**config.mk**
```make
export PLATFORM = sky130hd
export DESIGN_NAME = cpu_load_ctrl
export DESIGN_NICKNAME = d
export VERILOG_FILES = /design/src/rtl/cpu_load_pkg.sv /design/src/rtl/load_word_asm.sv /design/src/rtl/cpu_load_ctrl.sv
export SDC_FILE = /design/constraint.sdc
export NUM_CORES = 1
export LEC_CHECK = 0
export BUFFER_PORTS_ARGS = -buffer_cell sky130_fd_sc_hd__buf_2
export CORE_AREA = 2 2 99 101
export CTS_CLUSTER_DIAMETER = 100
export DETAILED_ROUTE_END_ITERATION = 7
export DIE_AREA = 0 0 101 103
export PLACE_DENSITY_LB_ADDON = 0.05
export SYNTH_ARGS = -nofsm -noshare
export SYNTH_HDL_FRONTEND = slang
export SYNTH_SLANG_ARGS = --single-unit
```
**constraint.sdc**
```tcl
create_clock -name clk -period 2.7 [get_ports clk]
set_input_delay 0 -clock clk [delete_from_list [all_inputs] [get_ports clk]]
set_output_delay 0 -clock clk [all_outputs]
set_load 0.1 [all_outputs]
```
**src/rtl/cpu_load_pkg.sv**
```systemverilog
// Shared types and defaults for the program-load / run-control sequencer.
// Command bytes, timeout default and the controller state encoding.
package cpu_load_pkg;

  typedef enum logic [2:0] {
    S_IDLE,
    S_CNT_LO,
    S_CNT_HI,
    S_DATA,
    S_RUN,
    S_HALTED,
    S_STEP
  } state_e;

  localparam logic [7:0] CMD_LOAD_DEF = 8'hA5;
  localparam logic [7:0] CMD_RUN_DEF  = 8'h52;
  localparam logic [7:0] CMD_HALT_DEF = 8'h48;
  localparam logic [7:0] CMD_STEP_DEF = 8'h53;
  localparam int TIMEOUT_DEF = 65535;

  function automatic logic in_load(state_e s);
    return (s == S_CNT_LO) || (s == S_CNT_HI) ||
           (s == S_DATA);
  endfunction

  function automatic logic core_live(state_e s);
    return (s == S_RUN) || (s == S_HALTED) ||
           (s == S_STEP);
  endfunction

endpackage

```
**src/rtl/load_word_asm.sv**
```systemverilog
// Little-endian byte-to-word assembler for the instruction RAM loader.
// Pulses word_done the cycle after the fourth byte; clr drops a partial word.
module load_word_asm (
  input  logic        clk,
  input  logic        rst_n,
  input  logic        clr,
  input  logic        byte_en,
  input  logic [7:0]  byte_in,
  output logic [31:0] word,
  output logic        word_done
);

  logic [1:0]  idx_q, idx_d;
  logic [31:0] word_q, word_d;
  logic        done_q, done_d;

  always_comb begin
    idx_d  = idx_q;
    word_d = word_q;
    done_d = 1'b0;
    if (clr) begin
      idx_d  = 2'd0;
      word_d = 32'd0;
    end else if (byte_en) begin
      word_d = {byte_in, word_q[31:8]};
      idx_d  = idx_q + 2'd1;
      done_d = (idx_q == 2'd3);
    end
  end

  always_ff @(posedge clk or negedge rst_n) begin
    if (!rst_n) begin
      idx_q  <= 2'd0;
      word_q <= 32'd0;
      done_q <= 1'b0;
    end else begin
      idx_q  <= idx_d;
      word_q <= word_d;
      done_q <= done_d;
    end
  end

  assign word      = word_q;
  assign word_done = done_q;

endmodule

```
**src/rtl/cpu_load_ctrl.sv**
```systemverilog
// Host byte-stream program loader and run/halt/step sequencer
// driving the core's reset, enable and instruction RAM write port.
module cpu_load_ctrl
  import cpu_load_pkg::*;
#(
  parameter int         ADDR_W   = 12,
  parameter int         TIMEOUT  = TIMEOUT_DEF,
  parameter logic [7:0] CMD_LOAD = CMD_LOAD_DEF,
  parameter logic [7:0] CMD_RUN  = CMD_RUN_DEF,
  parameter logic [7:0] CMD_HALT = CMD_HALT_DEF,
  parameter logic [7:0] CMD_STEP = CMD_STEP_DEF
) (
  input  logic              clk,
  input  logic              rst_n,
  input  logic              rx_valid,
  input  logic [7:0]        rx_data,
  output logic              rx_ready,
  output logic              imem_we,
  output logic [ADDR_W-1:0] imem_waddr,
  output logic [31:0]       imem_wdata,
  output logic              core_rst_n,
  output logic              core_en,
  output logic              busy,
  output logic              running,
  output logic              err,
  output logic [ADDR_W-1:0] words_loaded
);

  localparam int TW = $clog2(TIMEOUT + 1);
  localparam logic [ADDR_W-1:0] ONE = 1;
  localparam logic [TW-1:0] TMO = TW'(TIMEOUT);

  state_e            state_q, state_d;
  logic [ADDR_W-1:0] count_q, count_d;
  logic [ADDR_W-1:0] waddr_q, waddr_d;
  logic [ADDR_W-1:0] wl_q, wl_d;
  logic [TW-1:0]     timer_q, timer_d;
  logic              err_q, err_d;
  logic              rdy_q;
  logic              crst_q, cen_q;
  logic              acc, tmo;
  logic              asm_clr, asm_en;

  assign acc = rx_valid && rdy_q;

  always_comb begin
    state_d = state_q;
    count_d = count_q;
    waddr_d = waddr_q;
    wl_d    = wl_q;
    err_d   = err_q;
    timer_d = '0;
    tmo     = 1'b0;
    if (in_load(state_q)) begin
      tmo     = (timer_q == TMO);
      timer_d = acc ? '0 : timer_q + 1'b1;
    end
    case (state_q)
      S_IDLE: if (acc) begin
        if (rx_data == CMD_LOAD)      state_d = S_CNT_LO;
        else if (rx_data == CMD_RUN)  state_d = S_RUN;
        else if (rx_data == CMD_STEP) state_d = S_STEP;
        else if (rx_data != CMD_HALT) err_d = 1'b1;
      end
      S_CNT_LO: if (acc) begin
        count_d = {count_q[ADDR_W-1:8], rx_data};
        state_d = S_CNT_HI;
      end
      S_CNT_HI: if (acc) begin
        count_d = {rx_data[ADDR_W-9:0], count_q[7:0]};
        wl_d    = '0;
        waddr_d = '0;
        state_d = (count_d == '0) ? S_IDLE : S_DATA;
      end
      S_DATA: if (imem_we) begin
        waddr_d = waddr_q + ONE;
        wl_d    = wl_q + ONE;
        if (wl_q + ONE == count_q) state_d = S_IDLE;
      end
      S_RUN: if (acc) begin
        if (rx_data == CMD_HALT)      state_d = S_HALTED;
        else if (rx_data == CMD_LOAD) state_d = S_CNT_LO;
      end
      S_HALTED: if (acc) begin
        if (rx_data == CMD_RUN)       state_d = S_RUN;
        else if (rx_data == CMD_STEP) state_d = S_STEP;
        else if (rx_data == CMD_LOAD) state_d = S_CNT_LO;
      end
      S_STEP:  state_d = S_HALTED;
      default: state_d = S_IDLE;
    endcase
    // A stalled load abandons the partial word but keeps written words.
    if (tmo) begin
      err_d   = 1'b1;
      timer_d = '0;
      state_d = S_IDLE;
    end
  end

  assign asm_clr = (state_q != S_DATA) || tmo;
  assign asm_en  = acc && (state_q == S_DATA);

  load_word_asm u_asm (
    .clk       (clk),
    .rst_n     (rst_n),
    .clr       (asm_clr),
    .byte_en   (asm_en),
    .byte_in   (rx_data),
    .word      (imem_wdata),
    .word_done (imem_we)
  );

  always_ff @(posedge clk or negedge rst_n) begin
    if (!rst_n) begin
      state_q <= S_IDLE;
      count_q <= '0;
      waddr_q <= '0;
      wl_q    <= '0;
      timer_q <= '0;
      err_q   <= 1'b0;
      rdy_q   <= 1'b0;
      crst_q  <= 1'b0;
      cen_q   <= 1'b0;
    end else begin
      state_q <= state_d;
      count_q <= count_d;
      waddr_q <= waddr_d;
      wl_q    <= wl_d;
      timer_q <= timer_d;
      err_q   <= err_d;
      rdy_q   <= 1'b1;
      crst_q  <= core_live(state_d);
      cen_q   <= (state_d == S_RUN) || (state_d == S_STEP);
    end
  end

  assign rx_ready     = rdy_q;
  assign imem_waddr   = waddr_q;
  assign core_rst_n   = crst_q;
  assign core_en      = cen_q;
  assign busy         = in_load(state_q);
  assign running      = (state_q == S_RUN);
  assign err          = err_q;
  assign words_loaded = wl_q;

endmodule
```
[Yosys cells after proc, flatten, opt, wreduce, memory -nomap -nowiden]
Index checks and enable logic that the tools add are counted.
Storage, ports and cells
  register bits after elaboration: 94
  bits of input ports: 11
  output and inout port bits: 63
  logic and storage cells: 103
Cells by class
  add/sub/neg operators: 4
  eq/ne operators: 23
  multiplexer cells: 42
  bitwise gates (word level): 2
  reduce and logical (&&, ||, !) cells: 19
Operators with widths (count)
  $pmux W12 S2: 3
  $mux W32: 2
  $mux W12: 4
  $mux W16: 3
  $mux W3: 15
  $add A12 B1 Y12 const B: 2
  $eq A8 B7 Y1 const B: 3
  $pmux W3 S7: 1
  $eq A3 B3 Y1 const B: 6
  $add A16 B1 Y16 const B: 1
  $eq A16 B16 Y1 const B: 1
  $eq A12 B12 Y1: 1
  $logic_not A12 Y1: 1
  $mux W1: 10
  $reduce_bool A2 Y1: 5
  $reduce_and A3 Y1: 3
  $eq A8 B8 Y1 const B: 1
  $mux W8: 1
  $ne A2 B2 Y1 const B: 4
  $ne A8 B7 Y1 const B: 1
  $eq A3 B2 Y1 const B: 2
  $logic_or A1 B1 Y1: 6
  $mux W2: 3
  $reduce_and A6 Y1: 1
  8 further kinds: 10

[Longest topological paths before layout]
Gate-level depths: netlist of run 1.
  depth in word-level cells: 10
  mapped depth: 8
  gate-level depth less buffers: 7

[Modules after synthesis]
Synthesis of run 1 repeated with hierarchy kept, for this count alone.
Second synthesis, totals
  cells, all modules: 460
  area, all modules: 4654.5 um^2
By module, submodules not included
  cpu_load_ctrl: times used 1, cells each 346, area each 3198.1 um^2, seq. area each 1476.4 um^2
  load_word_asm: times used 1, cells each 114, area each 1456.4 um^2, seq. area each 875.8 um^2

[Worst setup path after synthesis of run 1]
OpenSTA, ideal clock, no wires.
  path kind: reg-to-reg
  start point: register state_q[0]
  end point: register cen_q (netlist: core_en)
  library setup time: 0.119 ns
  data arrival time: 3.369 ns
  data required time: 2.581 ns
  path slack: -0.788 ns
  stages on the path, launching flop included: 7
  buffers on the path: 1
  clock period less this slack: 3.488 ns
  path through: dfrtp_1 clkbuf_1 nor3_1 a21bo_2 a21oi_1 nor3_1 and2_1
On the way
  elaborated cells between the ends (all ways): 29
  classes of those cells: 8 x eq/ne; 17 x mux; 4 x reduce/logical
RTL lines
  start, declared: RTL line cpu_load_ctrl.sv:33  | state_e state_q, state_d;
  start signal, assigned: RTL line cpu_load_ctrl.sv:125  | state_q <= state_d;
  $eq A3 B3 Y1 (*)
  net running: RTL line cpu_load_ctrl.sv:24  | output logic running,
  $pmux W3 S7 (*): RTL line cpu_load_ctrl.sv:58  | case (state_q)
  $mux W3 (*): RTL line cpu_load_ctrl.sv:93  | if (tmo) begin
  $eq A3 B3 Y1: RTL line cpu_load_ctrl.sv:133  | cen_q <= (state_d == S_RUN) || (state_d == S_STEP);
  $logic_or A1 B1 Y1 (*): RTL line cpu_load_ctrl.sv:133
  end signal, assigned: RTL line cpu_load_ctrl.sv:133
  end, declared: RTL line cpu_load_ctrl.sv:40  | logic crst_q, cen_q;
The timed path passes the listed nets; every way through them passes the cells marked *.
A chain may end at the register's enable or synchronous reset.

[Worst setup path in the final report of run 1]
  start point: register state_q[0]
  end point: register waddr_q[11] (netlist: imem_waddr[11])
On the way
  cells in the longest elaborated chain, start to end: 3
  elaborated cells between the ends (all ways): 7
  classes of those cells: 4 x eq/ne; 1 x mux; 2 x reduce/logical
RTL lines
  $eq A3 B2 Y1: RTL line cpu_load_ctrl.sv:58
  $ne A2 B1 Y1 (no line) (tied with other cells)
  $reduce_and A3 Y1 (no line)
  end signal, assigned: RTL line cpu_load_ctrl.sv:127  | waddr_q <= waddr_d;
  end, declared: RTL line cpu_load_ctrl.sv:35  | logic [ADDR_W-1:0] waddr_q, waddr_d;
Parallel ways exist; a longest one is shown, timed or not.

==> Implementation_results.wiki, run 1 <==
{| class="wikitable"
! Metric !! Value
|-
| Count of yosys warnings during synthesis || 0
|-
| Flip-flop and latch area || 0.00235 mm^2
|-
| Total leakage power || roughly 2.3 nW
|-
| Total Wirelength || 10.8 mm
|-
| Number of nets in the layout || 594
|-
| Register clock-pin slew on the reported worst setup and hold paths || 0.10 ns
|-
| Final Max Slew Viols || 0
|-
| Setup total negative slack || 0 ns
|-
| Residual DRC count || 0
|-
| Placer Congestion || 0.866
|-
| Util after Layout || 0.567
|-
| Area growth syn-to-layout || 17.2%
|-
| Count of boundary I/O pins || between 70 and 80
|-
| Largest clock skew in the final design || 0.0110 ns
|-
| Total routing usage reported by global routing || 0.212
|-
| Gates resized, CTS repair || 0
|-
| Ratio of cells with drive above 1 in the final layout || 0.187
|-
| Max-cap violation count || 0
|-
| Wire length of the first global-routing pass || 17.5 mm
|-
| Violation count after the first detailed-routing iteration || 206
|-
| Portion of the clock cycle consumed by the worst path in the final layout || 0.840
|-
| Number of standard cells after synthesis || roughly 500
|-
| Critical Path End Type || flip-flop
|-
| Final Hold Fails || 0
|-
| Maximum level of the CTS H-tree || 3
|-
| Main synth FF type || sky130_fd_sc_hd__dfrtp_1
|-
| Pin count of the biggest net entering global routing || 52
|-
| Critical path launch point type || flip-flop
|-
| Final instance count without filler cells || 696
|-
| Max Root-Sink Buffers || 2
|-
| Sum of internal, switching and leakage power || ~2.7 mW
|-
| Ant. Diodes || 0
|-
| Fraction of synthesized cell area taken by the top area cell type || 0.515
|-
| Most numerous cell in the Yosys netlist || sky130_fd_sc_hd__nand2_1
|-
| RSZ-0062 raised after global routing || false
|-
| Half-perimeter wire length after detailed placement || 7.28 mm
|-
| Cell types with the largest area share after synthesis || sky130_fd_sc_hd__dfrtp_1 (51%), sky130_fd_sc_hd__nand2_1 (9.3%), sky130_fd_sc_hd__a21oi_1 (4.9%), sky130_fd_sc_hd__xnor2_1 (3.8%), sky130_fd_sc_hd__xor2_1 (3.8%)
|-
| Status || completed
|-
| Core Area || 0.00946 mm^2
|-
| Flip-flop and latch count after synthesis || 94
|-
| Number of detailed-routing iterations run before antenna repair || 4
|-
| Post-synth ARST share || 1.00
|-
| Cell Count Post-Placement || 672
|-
| Number of buffers and inverters on the critical path || 0
|-
| Placed cell area || 0.00505 mm^2
|-
| Critical path cell sequence || or3b_1 > o21ai_2 > nand4_4 > nor3_1 > xnor2_1 > nor2_1
|-
| Via density || around 5.5
|-
| Avg WL per Cell || 15.5 um
|-
| Number of nets with antenna violations after routing || 0
|-
| Initial core utilization || 0.483
|-
| Die Footprint || 0.0104 mm^2
|-
| Data required time of the worst path || 2.95 ns
|-
| Critical path fanouts, max || 14
|-
| Internal reg-to-reg setup slack || 0.43 ns
|-
| Worst min-delay path category || input pin to flip-flop
|-
| Total CTS buffers || 9
|-
| Worst slew margin relative to its limit || 0.542
|-
| TritonCTS clock tree || yes
|-
| Most frequent cells after synthesis || sky130_fd_sc_hd__nand2_1 (113), sky130_fd_sc_hd__dfrtp_1 (94), sky130_fd_sc_hd__a21oi_1 (45)
|-
| Gr ovfl total || 0
|-
| Clk sink count || 94
|-
| Vias after detailed routing || around 3,800
|-
| Seq/Total Area, Yosys || 0.515
|-
| Fmax achieved || 0.441 GHz
|-
| Vias in the first global route || 3,624
|-
| Placement row count || 36
|-
| Most area-hungry cell type in the Yosys netlist || sky130_fd_sc_hd__dfrtp_1
|-
| Data arrival at the endpoint of the critical path || 2.51 ns
|-
| Die width || between 100 and 150 um
|-
| Die H || 103 um
|-
| Number of hold-repair buffers added at the cts stage || 9
|-
| Peak VDD IR || about 0.00036 V
|-
| Clock tree root buffer cell || sky130_fd_sc_hd__clkbuf_8
|-
| Number of antenna violations at the first check in global routing || 0
|-
| Transition at the pin with the smallest max-transition slack || 0.687 ns
|-
| Synth cell types || 46
|-
| Final setup viols || 0
|-
| Number of buffers inserted by post-CTS setup repair || 0
|-
| Start-to-end type of the worst setup path || flip-flop to flip-flop
|-
| Final Critical Period || 2.27 ns
|-
| Syn Nets || 517
|-
| Synthesized area per cell || 9.12 um^2
|-
| # fillers || roughly 870
|-
| Mapped Area || 0.00457 mm^2
|-
| Slowest cell on crit path || sky130_fd_sc_hd__or3b_1
|-
| Number of enable flip-flop cells after synthesis || 0
|-
| Power Density || 499 mW/mm^2
|-
| Worst path top cell family by delay || simple AND/OR/NAND/NOR gates
|-
| Cell area after layout || 0.00536 mm^2
|-
| Port Buf Inserts || 73
|-
| Footprint of the multi-input gates || 0.00210 mm^2
|-
| Delay of the slowest cell on the worst path || 0.62 ns
|-
| Clock latency reported for the late side of the worst-skew pair || 0.36 ns
|}
## per-layer routing
layer,track usage,vias up,routed length [um]
li1,-,1867,-
met1,0.285,1819,5020
met2,0.336,93,5050
met3,0.0441,21,483
met4,0.0894,0,215
met5,0,-,0
## cell type report
cell class	instances	share of cell area
Sequential cell	94	0.439
Clock inverter	5	0.0152
Tap cell	114	0.0266
Inverter	5	0.00350
Multi-Input combinational cell	377	0.392
Timing Repair Buffer	91	0.0981
Clock buffer	10	0.0257
## worst paths after layout
kind | start | endpoint | cells after the start
max in group asynchronous | rst_n | words_loaded[6] | 3
min in group asynchronous | rst_n | words_loaded[0] | 2
worst max-delay path | state_q[0] | imem_waddr[11] | 6
worst min register to register | timer_q[0] | timer_q[0] | 1
worst max register to register | state_q[0] | imem_waddr[11] | 6
worst min-delay path | rx_valid | timer_q[12] | 3
## where the power goes
group | total [mW] | leakage [nW] | internal, mW | switching (mW)
clock network | 1.04 | 0.109 | 0.544 | 0.500
registers | 1.43 | 1.22 | 1.42 | 0.0170
logic | 0.194 | 1.01 | 0.0475 | 0.147
## worst min-delay path, cell delays in order
cell,delay [ns]
sky130_fd_sc_hd__buf_2,0.08
sky130_fd_sc_hd__and2_1,0.22
sky130_fd_sc_hd__nor4_1,0.07
## placed cells by master (no fill, tap or decap), drive strengths merged, types with 9 or more instances in the layout
master,n
o21ai,34
nand2,113
dlygate4sd3,9
buf,82
clkbuf,10
xor2,20
a21oi,45
dfrtp,94
nand3,16
xnor2,20
and3,9
nand4,11
nor2,39
## sequential cells by signal, indices dropped and copies added (netlist names)
name and cells:
imem_waddr 12, words_loaded 12, core_rst_n 1, u_asm.word 32, core_en 1, u_asm.word_done 1
count_q 12, rx_ready 1, u_asm.idx_q 2, state_q 3, err 1, timer_q 16
## cell families after synthesis
logic type / after synthesis / share of synthesized area
muxes: 4 / 0.00985
buffers and inverters: 30 / 0.0274
and+or+nand+nor: 227 / 0.234
adders and majority gates: 5 / 0.0137
DFF: 94 / 0.515
other: 1 / 0.000820
xor gates and xnor gates: 40 / 0.0767
AOI/OAI and AO/OA: 100 / 0.123
## metrics by stage
step	worst slack, ns	hold WS, ns
after floorplan	0.104	-0.296
after global placement	0.538	0.0875
after detailed placement	0.434	0.0943
after CTS	0.435	0.0390
after global routing	0.265	0.0833
final	0.433	0.0555
No activity file was read; power rests on OpenSTA's default activity.
==> inputs of run 2 (changes only) <==
==> constraint.sdc (replaced) <==
create_clock -name clk -period 2.13 [get_ports clk]
set_input_delay 0 -clock clk [delete_from_list [all_inputs] [get_ports clk]]
set_output_delay 0 -clock clk [all_outputs]
set_load 0.1 [all_outputs]
==> run 2 against run 1 <==
Effect of this change: clock-buffer cell count grew 1; design area grew 1.8%; die area is the same; utilization grew 1.0 points; via count shrank 0.55%; sequential share of layout area shrank 0.56 points; critical path depth is the same; sequential cell count is the same; maximum frequency grew 17%; power grew 23%; global-route usage grew 0.39 points; critical endpoint is now words_loaded[7].
==> Implementation_results.wiki, run 2 (same netlist as run 1, synthesis figures left out) <==
{| class="wikitable"
! Metric !! Value
|-
| Transition at the pin with the smallest max-transition slack || 0.823 ns (was 0.687 ns)
|-
| Data required time of the worst path || 2.38 ns (was 2.95 ns)
|-
| Portion of the clock cycle consumed by the worst path in the final layout || 0.913 (was 0.840)
|-
| Gates resized, CTS repair || 0 (unchanged)
|-
| Fmax achieved || 0.514 GHz (was 0.441 GHz)
|-
| Register clock-pin slew on the reported worst setup and hold paths || 0.09 ns (was 0.10 ns)
|-
| Most frequent standard cell in the layout excluding fill and tap cells || sky130_fd_sc_hd__nand2_1 (unchanged)
|-
| Worst setup slack before clock tree synthesis || 0.222 ns (was 0.434 ns)
|-
| Number of flip-flops under the largest register name || 32 (unchanged)
|-
| Vias in the first global route || 3,632 (was 3,624)
|-
| Core Area || 0.00946 mm^2 (unchanged)
|-
| Half-perimeter wire length after detailed placement || 7.24 mm (was 7.28 mm)
|-
| Area growth syn-to-layout || 19.3% (was 17.2%)
|-
| Clock tree root buffer cell || sky130_fd_sc_hd__clkbuf_8 (unchanged)
|-
| Util after Layout || 0.577 (was 0.567)
|-
| Die width || 101 um (unchanged)
|-
| Power Density || 604 mW/mm^2 (was 499 mW/mm^2)
|-
| Total CTS buffers || 9 (unchanged)
|-
| TritonCTS clock tree || yes (unchanged)
|-
| Die Footprint || 0.0104 mm^2 (unchanged)
|-
| Worst min-delay path category || input pin to flip-flop (unchanged)
|-
| Gr ovfl total || 0 (unchanged)
|-
| Via density || 5.35 (was 5.46)
|-
| Placer Congestion || 0.829 (was 0.866)
|-
| HP Start || rx_valid (unchanged)
|-
| Footprint of the multi-input gates || 0.00211 mm^2 (was 0.00210 mm^2)
|-
| Ant. Diodes || 0 (unchanged)
|-
| Data arrival at the endpoint of the critical path || 2.20 ns (was 2.51 ns)
|-
| Die H || 103 um (unchanged)
|-
| Max-cap violation count || 0 (unchanged)
|-
| Met1 track demand over resource in global routing || 0.288 (was 0.285)
|-
| Placed cell area || 0.00516 mm^2 (was 0.00505 mm^2)
|-
| Reg-to-reg startpoint || state_q[0] (unchanged)
|-
| # fillers || 853 (was 866)
|-
| Cell area after layout || 0.00545 mm^2 (was 0.00536 mm^2)
|-
| Met3 usage in global routing || 0.0522 (was 0.0441)
|-
| Vias after detailed routing || 3,779 (was 3,800)
|-
| Commonest cells after routing, fill and taps aside || sky130_fd_sc_hd__nand2_1 (113), sky130_fd_sc_hd__dfrtp_1 (85), sky130_fd_sc_hd__buf_2 (72) (was sky130_fd_sc_hd__nand2_1 (113), sky130_fd_sc_hd__dfrtp_1 (94), sky130_fd_sc_hd__buf_2 (72))
|-
| Most heavily used metal layer in global routing || met2 (unchanged)
|-
| Worst setup margin || 0.186 ns (was 0.433 ns)
|-
| Number of detailed-routing iterations run before antenna repair || 4 (unchanged)
|-
| Delay of the slowest cell on the worst path || 0.58 ns (was 0.62 ns)
|-
| Worst slew margin relative to its limit || 0.451 (was 0.542)
|-
| Number of nets with antenna violations after routing || 0 (unchanged)
|-
| Reg2reg end || words_loaded[7] (was imem_waddr[11])
|-
| Initial core utilization || 0.483 (unchanged)
|-
| RSZ-0062 raised after global routing || false (unchanged)
|-
| Number of buffers inserted by post-CTS setup repair || 0 (unchanged)
|-
| Clock latency reported for the late side of the worst-skew pair || 0.37 ns (was 0.36 ns)
|-
| Worst hold path cell count || 3 (unchanged)
|-
| Total Wirelength || 10.7 mm (was 10.8 mm)
|-
| Number of nets in the layout || 603 (was 594)
|-
| Hold worst-path end || timer_q[12] (unchanged)
|-
| Flip-flop and latch area || 0.00236 mm^2 (was 0.00235 mm^2)
|-
| Sum of internal, switching and leakage power || 3.29 mW (was 2.67 mW)
|-
| Max Root-Sink Buffers || 2 (unchanged)
|-
| Residual DRC count || 0 (unchanged)
|-
| Clk sink count || 94 (unchanged)
|-
| Ratio of cells with drive above 1 in the final layout || 0.215 (was 0.187)
|-
| Final Critical Period || 1.94 ns (was 2.27 ns)
|-
| Final setup viols || 0 (unchanged)
|-
| Maximum level of the CTS H-tree || 3 (unchanged)
|-
| Status || completed (unchanged)
|-
| Final Max Slew Viols || 0 (unchanged)
|-
| Total routing usage reported by global routing || 0.216 (was 0.212)
|-
| Critical path cell sequence || buf_4 > nor2b_1 > and3_1 > nor2_1 > o21ai_0 > o41ai_1 (was or3b_1 > o21ai_2 > nand4_4 > nor3_1 > xnor2_1 > nor2_1)
|-
| Count of boundary I/O pins || 74 (unchanged)
|-
| Number of antenna violations at the first check in global routing || 0 (unchanged)
|-
| Total leakage power || 2.38 nW (was 2.34 nW)
|-
| Internal reg-to-reg setup slack || 0.19 ns (was 0.43 ns)
|-
| Start-to-end type of the worst setup path || flip-flop to flip-flop (unchanged)
|-
| M2 GR Usage || 0.344 (was 0.336)
|-
| Critical Path End Type || flip-flop (unchanged)
|-
| Slowest cell on crit path || sky130_fd_sc_hd__nor2_1 (was sky130_fd_sc_hd__or3b_1)
|-
| Largest clock skew in the final design || 0.0158 ns (was 0.0110 ns)
|-
| Avg WL per Cell || 15.2 um (was 15.5 um)
|-
| Wire length of the first global-routing pass || 17.6 mm (was 17.5 mm)
|-
| Critical path fanouts, max || 13 (was 14)
|-
| Port Buf Inserts || 73 (unchanged)
|-
| Final Hold Fails || 0 (unchanged)
|-
| Placement row count || 36 (unchanged)
|-
| Pin count of the biggest net entering global routing || 63 (was 52)
|-
| Peak VDD IR || 0.000448 V (was 0.000359 V)
|-
| Violation count after the first detailed-routing iteration || 128 (was 206)
|-
| Reg2reg path depth || 6 (unchanged)
|-
| Critical path launch point type || flip-flop (unchanged)
|}
-- run 2: changes by cell type in the layout (fill, tap and decap cells not counted), sizes merged --
cell,before,now
clkinv,1,3
bufinv,2,1
clkbuf,10,11
buf,82,91
clkinvlp,1,0
-- run 2: worst max-delay path by stage --
stage | startpoint | endpoint | slack [ns] | cells past startpoint
5_1_grt | count_q[5] | state_q[0] | 0.03 | 6
6_report | state_q[0] | words_loaded[7] | 0.19 | 6
2_1_floorplan | state_q[2] | core_en | -0.01 | 7
3_5_place_dp | words_loaded[0] | state_q[0] | 0.22 | 7
4_1_cts | words_loaded[0] | state_q[0] | 0.20 | 7
3_3_place_gp | words_loaded[0] | state_q[0] | 0.21 | 7
-- run 2: per-layer routing --
| layer | part of all wire | up-vias |
|---|---|---|
| met1 | 0.46 | 1807 |
| met4 | 0.013 | 0 |
| met3 | 0.039 | 15 |
| met5 | 0 | - |
| li1 | - | 1886 |
| met2 | 0.48 | 71 |
-- run 2: layout make-up --
class / instances / share of cell area
Tap cell: 114 / 0.0262
Timing Repair Buffer: 100 / 0.113
Clock inverter: 5 / 0.0106
Clock buffer: 11 / 0.0259
Inverter: 5 / 0.00344
Multi-Input combinational cell: 377 / 0.387
Sequential cell: 94 / 0.433
-- run 2: worst max-delay path: cells and delay by family (launching register included) --
kind,cells,cell delay (ns)
flip-flops,1,0.39
AO/OA/AOI/OAI,2,0.31
buffers and inverters,1,0.19
AND/OR/NAND/NOR,3,0.95
-- run 2: what timing repair did --
action / in CTS / in global routing
hold buffers: 9 / 0
hold endpoints to repair: 77 / 0
endpoints found under the setup margin: 0 / 0
-- run 2: power by group --
group	total (mW)	switching (mW)	leakage (nW)	internal [mW]
logic	0.265	0.195	1.06	0.0702
clock network	1.22	0.640	0.104	0.578
registers	1.81	0.0143	1.22	1.80
total	3.29	0.850	2.38	2.44
-- run 2: stage by stage --
step	hold WS, ns	std cells	TNS, ns
2_1_floorplan	-0.296	501	-0.0137
3_3_place_gp	0.149	681	0
3_5_place_dp	0.153	681	0
4_1_cts	0.0996	706	0
5_1_grt	0.118	706	0
6_report	0.106	706	0
==> inputs of run 3 (changes only) <==
--- a/config.mk
+++ b/config.mk
@@ -6,11 +6,12 @@
 export NUM_CORES = 1
 export LEC_CHECK = 0
 export BUFFER_PORTS_ARGS = -buffer_cell sky130_fd_sc_hd__buf_2
-export CORE_AREA = 2 2 99 101
+export CORE_AREA = 2 2 100 102
 export CTS_CLUSTER_DIAMETER = 100
 export DETAILED_ROUTE_END_ITERATION = 7
-export DIE_AREA = 0 0 101 103
+export DIE_AREA = 0 0 102 104
 export PLACE_DENSITY_LB_ADDON = 0.05
 export SYNTH_ARGS = -nofsm -noshare
 export SYNTH_HDL_FRONTEND = slang
+export SYNTH_HIERARCHICAL = 1
 export SYNTH_SLANG_ARGS = --single-unit
==> run 3 against run 2 <==
Effect of this change: utilization rose by 1.1 points; worst hold slack worse by 0.058 ns; power increased by 100%; worst setup slack worse by 0.18 ns; clock power barely moved; sequential power is 38% higher; maximum frequency shrank 8.4%; sequential cell count unchanged.
==> Implementation_results.wiki, run 3 <==
{| class="wikitable"
! Metric !! Value
|-
| Cell types with the largest area share after synthesis || sky130_fd_sc_hd__dfrtp_1 (51%), sky130_fd_sc_hd__mux2i_1 (7.1%), sky130_fd_sc_hd__nor2_1 (6.0%), sky130_fd_sc_hd__xor2_1 (4.3%), sky130_fd_sc_hd__nand2_1 (3.1%) (was sky130_fd_sc_hd__dfrtp_1 (51%), sky130_fd_sc_hd__nand2_1 (9.3%), sky130_fd_sc_hd__a21oi_1 (4.9%), sky130_fd_sc_hd__xnor2_1 (3.8%), sky130_fd_sc_hd__xor2_1 (3.8%))
|-
| Residual DRC count || 0 (unchanged)
|-
| Mapped Area || 0.00465 mm^2 (was 0.00457 mm^2)
|-
| Peak VDD IR || 0.000654 V (was 0.000448 V)
|-
| Data arrival at the endpoint of the critical path || 2.37 ns (was 2.20 ns)
|-
| Number of nets with antenna violations after routing || 0 (unchanged)
|-
| Total Wirelength || 9.97 mm (was 10.7 mm)
|-
| Register clock-pin slew on the reported worst setup and hold paths || 0.09 ns (about the same)
|-
| Met2 WL post-DR || 4.62 mm (was 5.17 mm)
|-
| Via density || 5.25 (was 5.35)
|-
| Area growth syn-to-layout || 20.5% (was 19.3%)
|-
| Violation count after the first detailed-routing iteration || 183 (was 128)
|-
| Worst hold path cell count || 3 (unchanged)
|-
| Ant. Diodes || 0 (unchanged)
|-
| Avg WL per Cell || 14.4 um (was 15.2 um)
|-
| Final Hold Fails || 0 (unchanged)
|-
| Critical Path End Type || flip-flop (unchanged)
|-
| Number of detailed-routing iterations run before antenna repair || 4 (unchanged)
|-
| Wire length of the first global-routing pass || 17.2 mm (was 17.6 mm)
|-
| Number of nets in the layout || 570 (was 603)
|-
| Seq/Total Area, Yosys || 0.505 (was 0.515)
|-
| Final Critical Period || 2.12 ns (was 1.94 ns)
|-
| Final setup viols || 0 (unchanged)
|-
| Slowest cell on crit path || sky130_fd_sc_hd__or4_4 (was sky130_fd_sc_hd__nor2_1)
|-
| Worst min-delay path category || input pin to flip-flop (unchanged)
|-
| Final Max Slew Viols || 0 (unchanged)
|-
| Power Density || 1200 mW/mm^2 (was 604 mW/mm^2)
|-
| Vias after detailed routing || 3,634 (was 3,779)
|-
| Worst setup slack before clock tree synthesis || 0.0123 ns (was 0.222 ns)
|-
| Initial core utilization || 0.487 (was 0.483)
|-
| Number of standard cells after synthesis || 460 (was 501)
|-
| RSZ-0062 raised after global routing || true (was false)
|-
| Flip-flop and latch count after synthesis || 94 (unchanged)
|-
| Syn Nets || 476 (was 517)
|-
| Vias in the first global route || 3,478 (was 3,632)
|-
| Pin count of the biggest net entering global routing || 72 (was 63)
|-
| Reg2reg path depth || 7 (was 6)
|-
| TritonCTS clock tree || yes (unchanged)
|-
| Total leakage power || 2.58 nW (was 2.38 nW)
|-
| Main synth FF type || sky130_fd_sc_hd__dfrtp_1 (unchanged)
|-
| Worst setup margin || 0.00702 ns (was 0.186 ns)
|-
| Half-perimeter wire length after detailed placement || 6.84 mm (was 7.24 mm)
|-
| Count of yosys warnings during synthesis || 6 (was 0)
|-
| Synthesized area per cell || 10.1 um^2 (was 9.12 um^2)
|-
| Total CTS buffers || 9 (unchanged)
|-
| Core Area || 0.00955 mm^2 (was 0.00946 mm^2)
|-
| Fmax achieved || 0.471 GHz (was 0.514 GHz)
|-
| Clock latency reported for the late side of the worst-skew pair || 0.36 ns (was 0.37 ns)
|-
| Clock tree root buffer cell || sky130_fd_sc_hd__clkbuf_8 (unchanged)
|-
| Commonest cells after routing, fill and taps aside || sky130_fd_sc_hd__dfrtp_1 (82), sky130_fd_sc_hd__nor2_1 (72), sky130_fd_sc_hd__buf_2 (72) (was sky130_fd_sc_hd__nand2_1 (113), sky130_fd_sc_hd__dfrtp_1 (85), sky130_fd_sc_hd__buf_2 (72))
|-
| Status || completed (unchanged)
|-
| Most area-hungry cell type in the Yosys netlist || sky130_fd_sc_hd__dfrtp_1 (unchanged)
|-
| Total routing usage reported by global routing || 0.201 (was 0.216)
|-
| Max-cap violation count || 0 (unchanged)
|-
| Fraction of synthesized cell area taken by the top area cell type || 0.505 (was 0.515)
|-
| Max Root-Sink Buffers || 2 (unchanged)
|-
| Final hold slack || 0.0482 ns (was 0.106 ns)
|-
| Die H || 104 um (was 103 um)
|-
| Port Buf Inserts || 73 (unchanged)
|-
| Synth cell types || 62 (was 46)
|-
| Critical path cell sequence || ha_4 > nand3_4 > or3_1 > a22o_1 > or4_4 > o21bai_4 > o21ai_1 (was buf_4 > nor2b_1 > and3_1 > nor2_1 > o21ai_0 > o41ai_1)
|-
| Final instance count without filler cells || 692 (was 706)
|-
| Critical path launch point type || flip-flop (unchanged)
|-
| Placer Congestion || 0.856 (was 0.829)
|-
| Critical path fanouts, max || 4 (was 13)
|-
| Data required time of the worst path || 2.38 ns (about the same)
|-
| Portion of the clock cycle consumed by the worst path in the final layout || 0.997 (was 0.913)
|-
| Number of flip-flops under the largest register name || 32 (unchanged)
|-
| Clk sink count || 94 (unchanged)
|-
| Cell Count Post-Placement || 665 (was 681)
|-
| Gr ovfl total || 0 (unchanged)
|-
| Number of enable flip-flop cells after synthesis || 0 (unchanged)
|-
| Maximum level of the CTS H-tree || 3 (unchanged)
|-
| Most frequent cells after synthesis || sky130_fd_sc_hd__dfrtp_1 (94), sky130_fd_sc_hd__nor2_1 (74), sky130_fd_sc_hd__nand2_1 (39) (was sky130_fd_sc_hd__nand2_1 (113), sky130_fd_sc_hd__dfrtp_1 (94), sky130_fd_sc_hd__a21oi_1 (45))
|-
| Count of boundary I/O pins || 74 (unchanged)
|-
| Delay of the slowest cell on the worst path || 0.50 ns (was 0.58 ns)
|-
| Ratio of cells with drive above 1 in the final layout || 0.258 (was 0.215)
|-
| Most frequent standard cell in the layout excluding fill and tap cells || sky130_fd_sc_hd__dfrtp_1 (was sky130_fd_sc_hd__nand2_1)
|-
| Placement row count || 36 (unchanged)
|-
| Highest routing layer actually used || met4 (unchanged)
|-
| Start-to-end type of the worst setup path || flip-flop to flip-flop (unchanged)
|-
| Met1 Routed Length || 4.68 mm (was 4.98 mm)
|-
| Number of antenna violations at the first check in global routing || 0 (unchanged)
|-
| Die width || 102 um (was 101 um)
|-
| Routed length on met3 || 412 um (was 421 um)
|-
| Largest clock skew in the final design || 0.00788 ns (was 0.0158 ns)
|-
| Most numerous cell in the Yosys netlist || sky130_fd_sc_hd__dfrtp_1 (was sky130_fd_sc_hd__nand2_1)
|-
| Die Footprint || 0.0106 mm^2 (was 0.0104 mm^2)
|-
| Post-synth ARST share || 1.00 (unchanged)
|}
## run 3: cell types whose count changed in the layout (fill, tap and decap cells not counted), sizes merged, moves of 7 or more
cell,before,now
nand2,113,39
mux2i,0,33
nand3,16,23
nor2,39,75
o21ai,34,24
a21oi,45,13
## run 3: cells by family (layout without fill, tap and decap cells)
kind of cell	after synthesis	count (layout)	synth area share
other cells	1	1	0.000806
simple gates	194	194	0.208
mux	37	37	0.0806
buf+inv	30	129	0.0395
flops	94	94	0.505
compound gates	60	60	0.0790
xor+xnor	39	39	0.0734
fa+ha+maj	5	5	0.0134
## run 3: final cells by class
class,instances,area (um^2)
Clock inverter,6,61.3
Timing Repair Buffer,105,668
Fill cell,861,3940
Multi-Input combinational cell,336,2160
Inverter,8,30.0
Sequential cell,94,2380
Clock buffer,10,138
Tap cell,133,166
## run 3: metal layers
layer	up-vias	track usage
met1	1747	0.285
met4	0	0.0800
li1	1783	-
met5	-	0
met2	85	0.305
met3	19	0.0349
## run 3: timing repair
item / in CTS / in global routing
buffers inserted: 1 / 1
endpoints found under the setup margin: 2 / 2
hold buffers: 9 / 0
gates resized for setup: 0 / 2
pin swaps: 0 / 6
endpoints found under the hold margin: 112 / 0
## run 3: path summary, 6_finish.rpt
kind / to / start / slack (ns)
max in group asynchronous: u_asm/word_done / rst_n / 1.36
setup / recovery: state_q[0] / words_loaded[0] / 0.007
setup reg to reg: state_q[0] / words_loaded[0] / 0.007
hold reg to reg: timer_q[0] / timer_q[0] / 0.48
min in group asynchronous: words_loaded[10] / rst_n / 0.08
hold / removal: state_q[1] / rx_valid / 0.05
## run 3: where the power goes
group	switching, mW	internal, mW	leakage (nW)
Sequential	0.358	2.13	1.25
Combinational	2.20	0.841	1.22
Clock	0.619	0.571	0.102
Total	3.18	3.54	2.58
## run 3: through the flow
| step | cell area (um^2) | setup TNS (ns) | util | power, mW |
|---|---|---|---|---|
| floorplan | 4710 | -0.406 | - | 4.89 |
| global placement | 5290 | 0 | 0.554 | 5.50 |
| detailed placement | 5290 | 0 | 0.554 | 5.54 |
| CTS | 5590 | 0 | 0.585 | 6.77 |
| global route | 5610 | -0.0991 | 0.587 | 7.13 |
| finish | 5610 | 0 | 0.587 | 6.72 |
## run 3: worst max-delay path: cells and delay by family, from the launching register on
| family | cells | cell delay [ns] |
|---|---|---|
| DFF | 1 | 0.45 |
| and+or+nand+nor | 3 | 0.92 |
| AOI/OAI and AO/OA | 3 | 0.48 |
| adders and majority gates | 1 | 0.16 |
